[config.mk]
export PLATFORM = sky130hd
export DESIGN_NAME = cpu_mailbox_ctrl_flat
export DESIGN_NICKNAME = d
export VERILOG_FILES = /design/src/rtl/mbox_pkg.sv /design/src/rtl/cpu_mailbox_ctrl_if.sv /design/src/rtl/mbox_node_fifo.sv /design/src/rtl/cpu_mailbox_ctrl.sv /design/src/flat_wrapper.sv
export SDC_FILE = /design/constraint.sdc
export NUM_CORES = 1
export LEC_CHECK = 0
export ABC_AREA = 1
export CAP_MARGIN = 20
export CELL_PAD_IN_SITES_DETAIL_PLACEMENT = 1
export CELL_PAD_IN_SITES_GLOBAL_PLACEMENT = 2
export CORE_UTILIZATION = 26
export CTS_CLUSTER_SIZE = 12
export DETAILED_ROUTE_END_ITERATION = 6
export GPL_ROUTABILITY_DRIVEN = 0
export PLACE_DENSITY = 0.89
export SLEW_MARGIN = 20
export SYNTH_ARGS = -nofsm -noshare
export SYNTH_HDL_FRONTEND = slang
export SYNTH_SLANG_ARGS = --single-unit
[constraint.sdc]
create_clock -name clk -period 2.7 [get_ports clk]
set_input_delay 0.405 -clock clk [delete_from_list [all_inputs] [get_ports clk]]
set_output_delay 0.405 -clock clk [all_outputs]
set_load 0.02 [all_outputs]
[src/rtl/mbox_pkg.sv]
// Shared types and mailbox layout for the CPU mailbox sequencer.
// Word offsets are relative to the mailbox base address.
package mbox_pkg;

   typedef enum logic [2:0] {
      ST_IDLE,
      ST_LD_SP,
      ST_LD_EP,
      ST_LD_NODE,
      ST_LD_DONE,
      ST_RUN,
      ST_FIN,
      ST_TMO
   } mbox_state_e;

   localparam logic [31:0] OFF_SP     = 32'h0000_0000;
   localparam logic [31:0] OFF_EP     = 32'h0000_0004;
   localparam logic [31:0] OFF_NODE   = 32'h0000_0008;
   localparam logic [31:0] OFF_DONE   = 32'h0000_000C;
   localparam logic [31:0] DONE_VALUE = 32'h0000_0001;

endpackage

[src/rtl/cpu_mailbox_ctrl_if.sv]
// Core-facing bus: external memory write port (driven by the sequencer)
// and the core's store port (snooped by the sequencer).
interface cpu_mailbox_ctrl_if;

   logic        cpu_reset;
   logic        ext_mem_write;
   logic [31:0] ext_write_data;
   logic [31:0] ext_data_adr;
   logic        cpu_mem_write;
   logic [31:0] cpu_write_data;
   logic [31:0] cpu_data_adr;

   modport master (
      output cpu_reset, ext_mem_write, ext_write_data, ext_data_adr,
      input  cpu_mem_write, cpu_write_data, cpu_data_adr
   );

   modport slave (
      input  cpu_reset, ext_mem_write, ext_write_data, ext_data_adr,
      output cpu_mem_write, cpu_write_data, cpu_data_adr
   );

endinterface

[src/rtl/mbox_node_fifo.sv]
// Synchronous first-word-fall-through FIFO for node points; head reads 0 when empty.
// Push while full is accepted only when a pop happens in the same cycle.
module mbox_node_fifo #(
   parameter int unsigned W     = 5,
   parameter int unsigned DEPTH = 16
) (
   input  logic                       clk,
   input  logic                       reset_n,
   input  logic                       flush,
   input  logic                       push,
   input  logic [W-1:0]               push_data,
   input  logic                       pop,
   output logic                       full,
   output logic                       empty,
   output logic [$clog2(DEPTH):0]     count,
   output logic [W-1:0]               data
);

   localparam int unsigned PW = $clog2(DEPTH);
   localparam int unsigned CW = PW + 1;

   logic [W-1:0]  r_mem [DEPTH];
   logic [PW-1:0] r_wr_ptr;
   logic [PW-1:0] r_rd_ptr;
   logic [CW-1:0] r_count;
   logic [W-1:0]  r_head;

   logic          w_full;
   logic          w_empty;
   logic          w_pop;
   logic          w_push;
   logic [CW-1:0] w_count_nxt;
   logic [W-1:0]  w_head_nxt;

   assign w_full  = (r_count == CW'(DEPTH));
   assign w_empty = (r_count == '0);
   assign w_pop   = pop && !w_empty;
   assign w_push  = push && (!w_full || w_pop);

   // Head is kept registered; after a pop it comes from the slot behind the read pointer.
   always_comb begin
      w_count_nxt = r_count + CW'(w_push) - CW'(w_pop);
      w_head_nxt  = r_head;
      if (w_count_nxt == '0) begin
         w_head_nxt = '0;
      end else if (w_empty) begin
         w_head_nxt = push_data;
      end else if (w_pop) begin
         w_head_nxt = (r_count == CW'(1)) ? push_data : r_mem[PW'(r_rd_ptr + 1'b1)];
      end
   end

   always_ff @(posedge clk) begin
      if (!reset_n || flush) begin
         r_wr_ptr <= '0;
         r_rd_ptr <= '0;
         r_count  <= '0;
         r_head   <= '0;
      end else begin
         if (w_push) r_wr_ptr <= r_wr_ptr + 1'b1;
         if (w_pop)  r_rd_ptr <= r_rd_ptr + 1'b1;
         r_count <= w_count_nxt;
         r_head  <= w_head_nxt;
      end
   end

   always_ff @(posedge clk) begin
      if (w_push && !flush) r_mem[r_wr_ptr] <= push_data;
   end

   assign full  = w_full;
   assign empty = w_empty;
   assign count = r_count;
   assign data  = r_head;

endmodule

[src/rtl/cpu_mailbox_ctrl.sv]
// Host-side mailbox sequencer: loads SP/EP/NODE/DONE into the core, runs it, snoops node stores.
// Optional progress watchdog enabled by defining MBOX_WATCHDOG_EN.
module cpu_mailbox_ctrl
   import mbox_pkg::*;
#(
   parameter logic [31:0] MBOX_BASE  = 32'h0200_0000,
   parameter int unsigned NODE_W     = 5,
   parameter int unsigned NODE_DEPTH = 16
`ifdef MBOX_WATCHDOG_EN
   , parameter int unsigned TIMEOUT_CYCLES = 100000
`endif
) (
   input  logic                          clk,
   input  logic                          reset_n,
   input  logic                          start,
   input  logic [NODE_W-1:0]             start_point,
   input  logic [NODE_W-1:0]             end_point,
   cpu_mailbox_ctrl_if.master            mbox,
   input  logic                          node_rd,
   output logic [NODE_W-1:0]             node_data,
   output logic [$clog2(NODE_DEPTH):0]   node_count,
   output logic                          node_overflow,
   output logic                          busy,
   output logic                          done,
   output logic                          timeout
);

   mbox_state_e r_state, w_state_nxt;
   logic [NODE_W-1:0] r_ep, w_ep_nxt;
   logic        r_cpu_reset, w_cpu_reset_nxt;
   logic        r_ext_we,    w_ext_we_nxt;
   logic [31:0] r_ext_wd,    w_ext_wd_nxt;
   logic [31:0] r_ext_adr,   w_ext_adr_nxt;
   logic        r_busy,      w_busy_nxt;
   logic        r_done,      w_done_nxt;
   logic        r_overflow,  w_overflow_nxt;

   logic        w_flush;
   logic        w_snoop;
   logic        w_push_req;
   logic        w_done_hit;
   logic        w_pop_eff;
   logic        w_fifo_full;
   logic        w_fifo_empty;

`ifdef MBOX_WATCHDOG_EN
   localparam int unsigned WD_W = (TIMEOUT_CYCLES > 1) ? $clog2(TIMEOUT_CYCLES) : 1;
   logic [WD_W-1:0] r_wd_cnt, w_wd_cnt_nxt;
   logic            r_timeout, w_timeout_nxt;
   logic            w_wd_limit;
   assign w_wd_limit = (r_wd_cnt == WD_W'(TIMEOUT_CYCLES - 1));
`endif

   assign w_snoop    = (r_state == ST_RUN) && mbox.cpu_mem_write;
   assign w_push_req = w_snoop && (mbox.cpu_data_adr == MBOX_BASE + OFF_NODE);
   assign w_done_hit = w_snoop && (mbox.cpu_data_adr == MBOX_BASE + OFF_DONE)
                       && (mbox.cpu_write_data == DONE_VALUE);
   assign w_pop_eff  = node_rd && !w_fifo_empty;

   // Next-state logic; registered outputs describe the state being entered.
   always_comb begin
      w_state_nxt     = r_state;
      w_ep_nxt        = r_ep;
      w_cpu_reset_nxt = r_cpu_reset;
      w_ext_we_nxt    = 1'b0;
      w_ext_wd_nxt    = '0;
      w_ext_adr_nxt   = '0;
      w_busy_nxt      = r_busy;
      w_done_nxt      = r_done;
      w_overflow_nxt  = r_overflow;
      w_flush         = 1'b0;
`ifdef MBOX_WATCHDOG_EN
      w_wd_cnt_nxt    = r_wd_cnt;
      w_timeout_nxt   = r_timeout;
`endif

      case (r_state)
         ST_IDLE, ST_FIN, ST_TMO: begin
            if (start) begin
               w_state_nxt     = ST_LD_SP;
               w_ep_nxt        = end_point;
               w_flush         = 1'b1;
               w_overflow_nxt  = 1'b0;
               w_done_nxt      = 1'b0;
               w_busy_nxt      = 1'b1;
               w_cpu_reset_nxt = 1'b1;
               w_ext_we_nxt    = 1'b1;
               w_ext_wd_nxt    = 32'(start_point);
               w_ext_adr_nxt   = MBOX_BASE + OFF_SP;
`ifdef MBOX_WATCHDOG_EN
               w_timeout_nxt   = 1'b0;
`endif
            end
         end
         ST_LD_SP: begin
            w_state_nxt   = ST_LD_EP;
            w_ext_we_nxt  = 1'b1;
            w_ext_wd_nxt  = 32'(r_ep);
            w_ext_adr_nxt = MBOX_BASE + OFF_EP;
         end
         ST_LD_EP: begin
            w_state_nxt   = ST_LD_NODE;
            w_ext_we_nxt  = 1'b1;
            w_ext_adr_nxt = MBOX_BASE + OFF_NODE;
         end
         ST_LD_NODE: begin
            w_state_nxt   = ST_LD_DONE;
            w_ext_we_nxt  = 1'b1;
            w_ext_adr_nxt = MBOX_BASE + OFF_DONE;
         end
         ST_LD_DONE: begin
            w_state_nxt     = ST_RUN;
            w_cpu_reset_nxt = 1'b0;
`ifdef MBOX_WATCHDOG_EN
            w_wd_cnt_nxt    = '0;
`endif
         end
         ST_RUN: begin
            if (w_push_req && w_fifo_full && !w_pop_eff) w_overflow_nxt = 1'b1;
            if (w_done_hit) begin
               w_state_nxt     = ST_FIN;
               w_cpu_reset_nxt = 1'b1;
               w_busy_nxt      = 1'b0;
               w_done_nxt      = 1'b1;
            end
`ifdef MBOX_WATCHDOG_EN
            // A node push counts as progress and restarts the watchdog.
            else if (w_push_req) begin
               w_wd_cnt_nxt = '0;
            end else if (w_wd_limit) begin
               w_state_nxt     = ST_TMO;
               w_cpu_reset_nxt = 1'b1;
               w_busy_nxt      = 1'b0;
               w_timeout_nxt   = 1'b1;
            end else begin
               w_wd_cnt_nxt = r_wd_cnt + 1'b1;
            end
`endif
         end
         default: w_state_nxt = ST_IDLE;
      endcase
   end

   always_ff @(posedge clk) begin
      if (!reset_n) begin
         r_state     <= ST_IDLE;
         r_ep        <= '0;
         r_cpu_reset <= 1'b1;
         r_ext_we    <= 1'b0;
         r_ext_wd    <= '0;
         r_ext_adr   <= '0;
         r_busy      <= 1'b0;
         r_done      <= 1'b0;
         r_overflow  <= 1'b0;
`ifdef MBOX_WATCHDOG_EN
         r_wd_cnt    <= '0;
         r_timeout   <= 1'b0;
`endif
      end else begin
         r_state     <= w_state_nxt;
         r_ep        <= w_ep_nxt;
         r_cpu_reset <= w_cpu_reset_nxt;
         r_ext_we    <= w_ext_we_nxt;
         r_ext_wd    <= w_ext_wd_nxt;
         r_ext_adr   <= w_ext_adr_nxt;
         r_busy      <= w_busy_nxt;
         r_done      <= w_done_nxt;
         r_overflow  <= w_overflow_nxt;
`ifdef MBOX_WATCHDOG_EN
         r_wd_cnt    <= w_wd_cnt_nxt;
         r_timeout   <= w_timeout_nxt;
`endif
      end
   end

   mbox_node_fifo #(
      .W     (NODE_W),
      .DEPTH (NODE_DEPTH)
   ) u_node_fifo (
      .clk       (clk),
      .reset_n   (reset_n),
      .flush     (w_flush),
      .push      (w_push_req),
      .push_data (mbox.cpu_write_data[NODE_W-1:0]),
      .pop       (w_pop_eff),
      .full      (w_fifo_full),
      .empty     (w_fifo_empty),
      .count     (node_count),
      .data      (node_data)
   );

   assign mbox.cpu_reset      = r_cpu_reset;
   assign mbox.ext_mem_write  = r_ext_we;
   assign mbox.ext_write_data = r_ext_wd;
   assign mbox.ext_data_adr   = r_ext_adr;
   assign node_overflow       = r_overflow;
   assign busy                = r_busy;
   assign done                = r_done;
`ifdef MBOX_WATCHDOG_EN
   assign timeout             = r_timeout;
`else
   assign timeout             = 1'b0;
`endif

endmodule

[src/flat_wrapper.sv]
// flat-port wrapper written by rule: the top's interface ports become plain ports
module cpu_mailbox_ctrl_flat import mbox_pkg::*;
#(
   parameter logic [31:0] MBOX_BASE  = 32'h0200_0000,
   parameter int unsigned NODE_W     = 5,
   parameter int unsigned NODE_DEPTH = 16

)
  (clk, reset_n, start, start_point, end_point, node_rd, node_data, node_count, node_overflow, busy, done, timeout, mbox_cpu_reset, mbox_ext_mem_write, mbox_ext_write_data, mbox_ext_data_adr, mbox_cpu_mem_write, mbox_cpu_write_data, mbox_cpu_data_adr);
  cpu_mailbox_ctrl_if mbox_i ();
  input  logic clk;
  input  logic reset_n;
  input  logic start;
  input  logic [NODE_W-1:0] start_point;
  input  logic [NODE_W-1:0] end_point;
  input  logic node_rd;
  output logic [NODE_W-1:0] node_data;
  output logic [$clog2(NODE_DEPTH):0] node_count;
  output logic node_overflow;
  output logic busy;
  output logic done;
  output logic timeout;
  output wire logic [$bits(mbox_i.cpu_reset)-1:0] mbox_cpu_reset;
  output wire logic [$bits(mbox_i.ext_mem_write)-1:0] mbox_ext_mem_write;
  output wire logic [$bits(mbox_i.ext_write_data)-1:0] mbox_ext_write_data;
  output wire logic [$bits(mbox_i.ext_data_adr)-1:0] mbox_ext_data_adr;
  input wire logic [$bits(mbox_i.cpu_mem_write)-1:0] mbox_cpu_mem_write;
  input wire logic [$bits(mbox_i.cpu_write_data)-1:0] mbox_cpu_write_data;
  input wire logic [$bits(mbox_i.cpu_data_adr)-1:0] mbox_cpu_data_adr;
  assign mbox_cpu_reset = mbox_i.cpu_reset;
  assign mbox_ext_mem_write = mbox_i.ext_mem_write;
  assign mbox_ext_write_data = mbox_i.ext_write_data;
  assign mbox_ext_data_adr = mbox_i.ext_data_adr;
  assign mbox_i.cpu_mem_write = mbox_cpu_mem_write;
  assign mbox_i.cpu_write_data = mbox_cpu_write_data;
  assign mbox_i.cpu_data_adr = mbox_cpu_data_adr;
  cpu_mailbox_ctrl #(.MBOX_BASE(MBOX_BASE), .NODE_W(NODE_W), .NODE_DEPTH(NODE_DEPTH)) u_core (.clk(clk), .reset_n(reset_n), .start(start), .start_point(start_point), .end_point(end_point), .mbox(mbox_i), .node_rd(node_rd), .node_data(node_data), .node_count(node_count), .node_overflow(node_overflow), .busy(busy), .done(done), .timeout(timeout));
endmodule
Word level (Yosys, flattened, before mapping) --
Memory sizes are Yosys's and may differ from the RTL's. Index checks and enable logic that the tools add are counted.
Storage, ports and cells: register bits 95, memories kept 1, logic and storage cells 88, latch bits 0, input port bits 79, bits in read-only memories 0, memory bits (writable) 80
Memories:
- u_core.u_node_fifo.r_mem | words 16, bits a word 5, rd ports 1, clocked after Yosys merged registers in 0, write ports 1, RTL line mbox_node_fifo.sv:22 | logic [W-1:0] r_mem [DEPTH];
Operators by class: equality and inequality tests 15, divide/modulo/power cells 0, reductions and logical operators 31, shift-type cells 0, muxes and demuxes 24, add/subtract/negate cells 4, bitwise operators 0, $lt $le $gt $ge 0, $mul 0
Operators by type and width (number):
- one-hot mux 32 bit (4 select lines) | 1
- equality test 32 x 26 -> 1 bit, second input constant | 2
- one-hot mux 32 bit (2 select lines) | 1
- equality test 32 x 1 -> 1 bit, second input constant | 1
- two-way mux 26 bit | 1
- two-way mux 5 bit | 4
- one-hot mux 3 bit (6 select lines) | 1
- equality test 3 bit, second input constant | 4
- logical AND 1 bit | 10
- zero test 5 bit | 2
- two-way mux 1 bit | 9
- AND reduction 3 bit | 3
- adder 4 x 1 -> 4 bit, second input constant | 2
- one-hot mux 1 bit (2 select lines) | 4
- equality test 3 x 2 -> 1 bit, second input constant | 2
- two-way mux 3 bit | 2
- OR reduction 3 bit | 2
- adder 5 x 1 -> 5 bit | 1
- equality test 5 x 1 -> 1 bit, second input constant | 1
- equality test 5 bit, second input constant | 1
- zero test 1 bit | 5
- subtractor 5 x 1 -> 5 bit | 1
- inequality test 2 bit, second input constant | 2
- AND reduction 2 bit | 2
- 8 further kinds | 10

Logic depth before layout (Yosys ltp) --
depth after elaboration 10, gate-level depth with buffers 19, mapped depth without buffers 19

Modules after synthesis --
A second synthesis with hierarchy kept.
Second synthesis, totals: cell total of the unflattened synthesis 689, area total of the unflattened synthesis 6042.0 um2
By module, submodules not included:
- mbox_node_fifo | times used 1, area an instance 4450.5 um2, sequential area each 2762.6 um2, cells an instance 449
- cpu_mailbox_ctrl | times used 1, area an instance 1591.5 um2, sequential area each 420.4 um2, cells an instance 240

Worst setup path before layout --
Ideal clock, no wire load.
kind reg-to-reg, start point reg u_core.u_node_fifo.r_count[2] (netlist: u_core.u_node_fifo.count[2]), end point reg u_core.u_node_fifo.r_head[2] (netlist: u_core.u_node_fifo.data[2]), period minus slack after synthesis 2.759 ns, library setup time 0.116 ns, stages on the path, launching flop included 20, path slack -0.059 ns, arrival 2.643 ns, cells stage by stage dfxtp_1 > inv_1 > ha_1 > inv_1 > nor2_1 > nand2_1 > inv_1 > nor2_1 > nand2_1 > o21ai_0 > ha_1 > fa_1 > inv_1 > nand2_1 > nor2_1 > nand3_1 > nand2_1 > nand2_2 > inv_1 > a21oi_1
On the way: word-level cells in the longest chain between the ends 10, elaborated cells between the ends (all ways) 17, classes of those cells add/sub (2); eq/ne (2); mux (3); reduce/logical (10)
RTL lines:
- from (decl) | RTL line mbox_node_fifo.sv:25 | logic [CW-1:0] r_count;
- from (signal assigned) | RTL line mbox_node_fifo.sv:62 | r_count <= w_count_nxt;
- zero test 5 bit | RTL line mbox_node_fifo.sv:36 | assign w_empty = (r_count == '0);
- zero test 1 bit | RTL line mbox_node_fifo.sv:37, cpu_mailbox_ctrl.sv:58
- logical AND 1 bit | RTL line cpu_mailbox_ctrl.sv:58 | assign w_pop_eff = node_rd && !w_fifo_empty;
- logical AND 1 bit | RTL line mbox_node_fifo.sv:37 | assign w_pop = pop && !w_empty;
- logical OR 1 bit | RTL line mbox_node_fifo.sv:38 | assign w_push = push && (!w_full || w_pop);
- logical AND 1 bit | RTL line mbox_node_fifo.sv:38
- adder 5 x 1 -> 5 bit | RTL line mbox_node_fifo.sv:42 | w_count_nxt = r_count + CW'(w_push) - CW'(w_pop);
- subtractor 5 x 1 -> 5 bit (*) | RTL line mbox_node_fifo.sv:42
- net u_core.u_node_fifo.w_count_nxt[1] | RTL line mbox_node_fifo.sv:32 | logic [CW-1:0] w_count_nxt;
- zero test 5 bit (*) | RTL line mbox_node_fifo.sv:44 | if (w_count_nxt == '0) begin
- OR reduction 2 bit (no line) (*)
- to (signal assigned) | RTL line mbox_node_fifo.sv:63 | r_head <= w_head_nxt;
- to (decl) | RTL line mbox_node_fifo.sv:26 | logic [W-1:0] r_head;
The timed path passes the listed nets; every way through them passes the cells marked *. The select of a mux whose other input is x is not followed. A chain may end at the register's enable or synchronous reset.

Worst setup path in the final report --
start point in mbox_cpu_data_adr[4], end point reg u_core.u_node_fifo.r_head[3] (netlist: u_core.u_node_fifo.data[3])
On the way: word-level cells in the longest chain between the ends 7
RTL lines:
- from (decl) | RTL line flat_wrapper.sv:29 | input wire logic [$bits(mbox_i.cpu_data_adr)-1:0] mbox_cpu_data_adr;
- equality test 32 x 26 -> 1 bit | RTL line cpu_mailbox_ctrl.sv:55 | assign w_push_req = w_snoop && (mbox.cpu_data_adr == MBOX_BASE + OFF_NODE);
- logical AND 1 bit | RTL line cpu_mailbox_ctrl.sv:55
- logical AND 1 bit | RTL line mbox_node_fifo.sv:38
- adder 5 x 1 -> 5 bit | RTL line mbox_node_fifo.sv:42
- subtractor 5 x 1 -> 5 bit | RTL line mbox_node_fifo.sv:42
- net u_core.u_node_fifo.w_count_nxt[1] | RTL line mbox_node_fifo.sv:32
- zero test 5 bit | RTL line mbox_node_fifo.sv:44
- OR reduction 2 bit (no line)
The timed path passes the listed nets, and every way through them passes these cells.

==> metrics <==
total count of max-transition violations in the final report=0; number of unique standard cell types used by synthesis=32; clk_lat worst skew=~0.42 ns; fraction of synthesized area in multiplexers=0%; Horiz. Die Dim=approximately 150 um; required time of the worst setup path=3.01 ns; maximum clock skew at final layout=0.009858 ns; largest net degree at the start of global routing=44; Avg Inst Size Synth=8.568 um2; relative slew slack=66.53%; Synth Instances=698; fillers=2682; worst hold path stage count=2; CTS tree=yes; startpoint class of the critical path=input pin; post-route design area=8097 um2; transition time of the tightest slew-check pin=0.5020 ns; compound-gate portion of the synthesized area=5.795%; Placed Instance Area=approximately 7400 um2; clock-pin transition on the worst setup and hold timing paths=0.06 ns; final core occ=35.87%; via total after detailed routing=5014; top-level port count=about 160; max-cap violation count=0; setup slack of the most critical reg-to-reg path=0.21 ns; highest attainable clock frequency=399.2 MHz; final critical path time including I/O delays and setup=2.505 ns; depth of the worst register-to-register path=19; count of standard-cell rows=55; via count of the first global-routing pass=approximately 5300; violation count after the first detailed-route iteration=191; Worst Hold End=u_core.mbox.cpu_reset; standby leakage power=~3.3 nW; most common cell after layout, fill and taps aside=sky130_fd_sc_hd__nand2_1; Max Root-Sink Buffers=2; starting density of the core=26.50%; Cells after DPL=1111; Post-Layout Cell Count=about 1100; worst ir drop on vdd=about 0.56 mV; DP HPWL=11700 um; type of the most critical hold path=flop to flop; number of sinks handled by clock tree synthesis=119; leading cell types in the layout, fill and taps excluded=137 x sky130_fd_sc_hd__nand2_1, 126 x sky130_fd_sc_hd__nor2_1, 95 x sky130_fd_sc_hd__clkdlybuf4s50_1; aggregate global-route resource usage=14.78%; master cell of the clock root buffer=sky130_fd_sc_hd__clkbuf_16; share of synthesized cell area in and, or, nand and nor gates=between 20% and 30%; source of the worst hold timing path=u_core.mbox.cpu_reset; period utilization=92.78%; CP Class=input pin to flop; height of the die=between 150 and 200 um; aggregate routed wire length=roughly 17000 um; Setup Total Neg Slack=0 ns; number of nets at the end of the flow=936; TritonCTS Buffers=17; Worst Setup Slack post-DPL=-0.4322 ns; DRT antenna net count=0; number of setup violations in the final report=0; critical-path maximum fanout=4; flip-flop and latch count after synthesis=119; CTS H-tree depth=4; Ant. Diodes=0; wire length of the first global-routing pass=26850 um; worst slack on hold paths=roughly 0.46 ns; unrepaired setup endpoints after global routing=false; router iterations before antenna repair=4; post-synthesis adder-cell area fraction=2.427%; outcome=complete, no violations; Critical Path Sink Type=flop; Cell Area, Synth=5981 um2; area of the placeable core=22570 um2; Tot Pwr=roughly 7.3 mW; drt drc=0; Die Outline Area=23610 um2; slack of the critical path=0.1949 ns; part of the Yosys area used for sequential elements=53.22%; DR WL/cell=14.68 um; leftover overflow at the end of global routing=0; XOR/XNOR share of the synthesized area=1.172%; relative area change from synthesis to final layout=35.38%; number of hold-slack violations in the final timing report=0; number of warnings printed during yosys synthesis=0; via count normalized by instance count=4.383; arrival time at the worst endpoint=around 2.8 ns; initial antenna violation count=0; main combinational cell family by area after synthesis=simple AND/OR/NAND/NOR gates; Power Dens Cells=903.1 nW/um2; Crit Reg-Reg Startpoint=u_core.u_node_fifo.count[3]; # port buffers=~100; end of the worst register-to-register path=u_core.u_node_fifo.data[1]; layout cells sized above 1=13.85%
==> synthesized netlist by cell type, drive strengths merged <==
| cell | n | area share (%) |
|---|---|---|
| nand2 | 147 | 9.6 |
| nor2 | 134 | 8.5 |
| edfxtp | 80 | 40 |
| buf | 64 | 7.8 |
| inv | 60 | 3.8 |
| nand3 | 60 | 5.1 |
| dfxtp | 39 | 13 |
| o21ai | 33 | 2.8 |
| a21oi | 28 | 2.4 |
| clkbuf | 10 | 0.63 |
| ha | 10 | 2.1 |
| nand4 | 9 | 0.94 |
| xor2 | 5 | 0.73 |
| or2 | 4 | 0.42 |
| xnor2 | 3 | 0.44 |
| a211oi | 2 | 0.25 |
| nand3b | 2 | 0.25 |
| o211ai | 2 | 0.25 |
| clkinv | 1 | 0.084 |
| conb | 1 | 0.063 |
| fa | 1 | 0.33 |
| nor2b | 1 | 0.10 |
| nor3 | 1 | 0.084 |
| o21bai | 1 | 0.13 |
==> cell families (layout without fill, tap and decap cells) <==
family | count (synthesis) | after routing
and+or+nand+nor | 358 | 358
other | 1 | 57
AOI/OAI and AO/OA | 66 | 66
DFF | 119 | 119
xor gates and xnor gates | 8 | 8
buffers and inverters | 135 | 240
adders and majority gates | 11 | 11
==> per-layer routing <==
metal	wire length, um	part of all wire, %	vias to the layer above	track usage [%]
li1	-	-	2460	-
met1	6806	41	2393	16.55
met2	8881	53	144	26.97
met3	904	5.4	17	3.608
met4	201	1.2	0	5.524
met5	0	0	-	0
==> how the worst max path moves through the flow <==
stage                     depth (start not counted)                         from                          to  slack (ns)
after detailed placement                         19        mbox_cpu_data_adr[25]  u_core.u_node_fifo.data[4]       -0.43
after CTS                                        19        mbox_cpu_data_adr[25]  u_core.u_node_fifo.data[4]        0.04
after global placement                           19        mbox_cpu_data_adr[25]  u_core.u_node_fifo.data[4]       -0.38
final                                            17         mbox_cpu_data_adr[4]  u_core.u_node_fifo.data[3]        0.19
after global routing                             18  u_core.u_node_fifo.count[3]  u_core.u_node_fifo.data[3]        0.01
after floorplan                                  19  u_core.u_node_fifo.count[2]  u_core.u_node_fifo.data[2]        0.06
==> where the power goes <==
part / switching [mW] / leakage [nW] / total, mW / internal [mW]
combinational: 1.71 / 2.01 / 2.72 / 1.01
sequential: 0.109 / 1.04 / 2.21 / 2.11
clock: 0.908 / 0.295 / 2.38 / 1.47
total: 2.72 / 3.34 / 7.31 / 4.59
==> timing repair <==
item	4_1_cts	5_1_grt
resized for setup	1	32
buffers inserted	0	1
setup endpoints to repair	2	6
hold buffers	0	0
pin swaps	0	13
==> flip-flops by register name (all words and copies together) (netlist names), 4 cells and up <==
register	count
u_core.u_node_fifo.r_mem	80
u_core.r_ep	5
u_core.u_node_fifo.r_rd_ptr	4
u_core.u_node_fifo.data	5
u_core.u_node_fifo.count	5
u_core.mbox.ext_write_data	5
u_core.u_node_fifo.r_wr_ptr	4
==> worst max-delay path, stage by stage <==
cell,delay (ns)
sky130_fd_sc_hd__clkdlybuf4s50_1,0.42
sky130_fd_sc_hd__nor2_1,0.14
sky130_fd_sc_hd__nand2_1,0.08
sky130_fd_sc_hd__nor2_2,0.13
sky130_fd_sc_hd__nor2b_4,0.19
sky130_fd_sc_hd__nand3_2,0.09
sky130_fd_sc_hd__o21ai_2,0.14
sky130_fd_sc_hd__ha_2,0.21
sky130_fd_sc_hd__fa_2,0.44
sky130_fd_sc_hd__inv_2,0.07
sky130_fd_sc_hd__nand2_1,0.04
sky130_fd_sc_hd__nor2_1,0.08
sky130_fd_sc_hd__nand3_1,0.08
sky130_fd_sc_hd__nand2_1,0.09
sky130_fd_sc_hd__nand2_2,0.09
sky130_fd_sc_hd__nand2_1,0.08
sky130_fd_sc_hd__a21oi_1,0.04
==> area by class of cell <==
cell class                      instances  area [um2]  share of cell area [%]
Sequential cell                       119        3184                   39.33
Multi-Input combinational cell        500        2336                   28.85
Timing Repair Buffer                  147        1371                   16.94
Clock buffer                           17       425.4                   5.254
Tap cell                              285       356.6                   4.404
Inverter                               61       230.2                   2.843
Clock inverter                         15       192.7                   2.380
(Power assumes the default switching activity.)
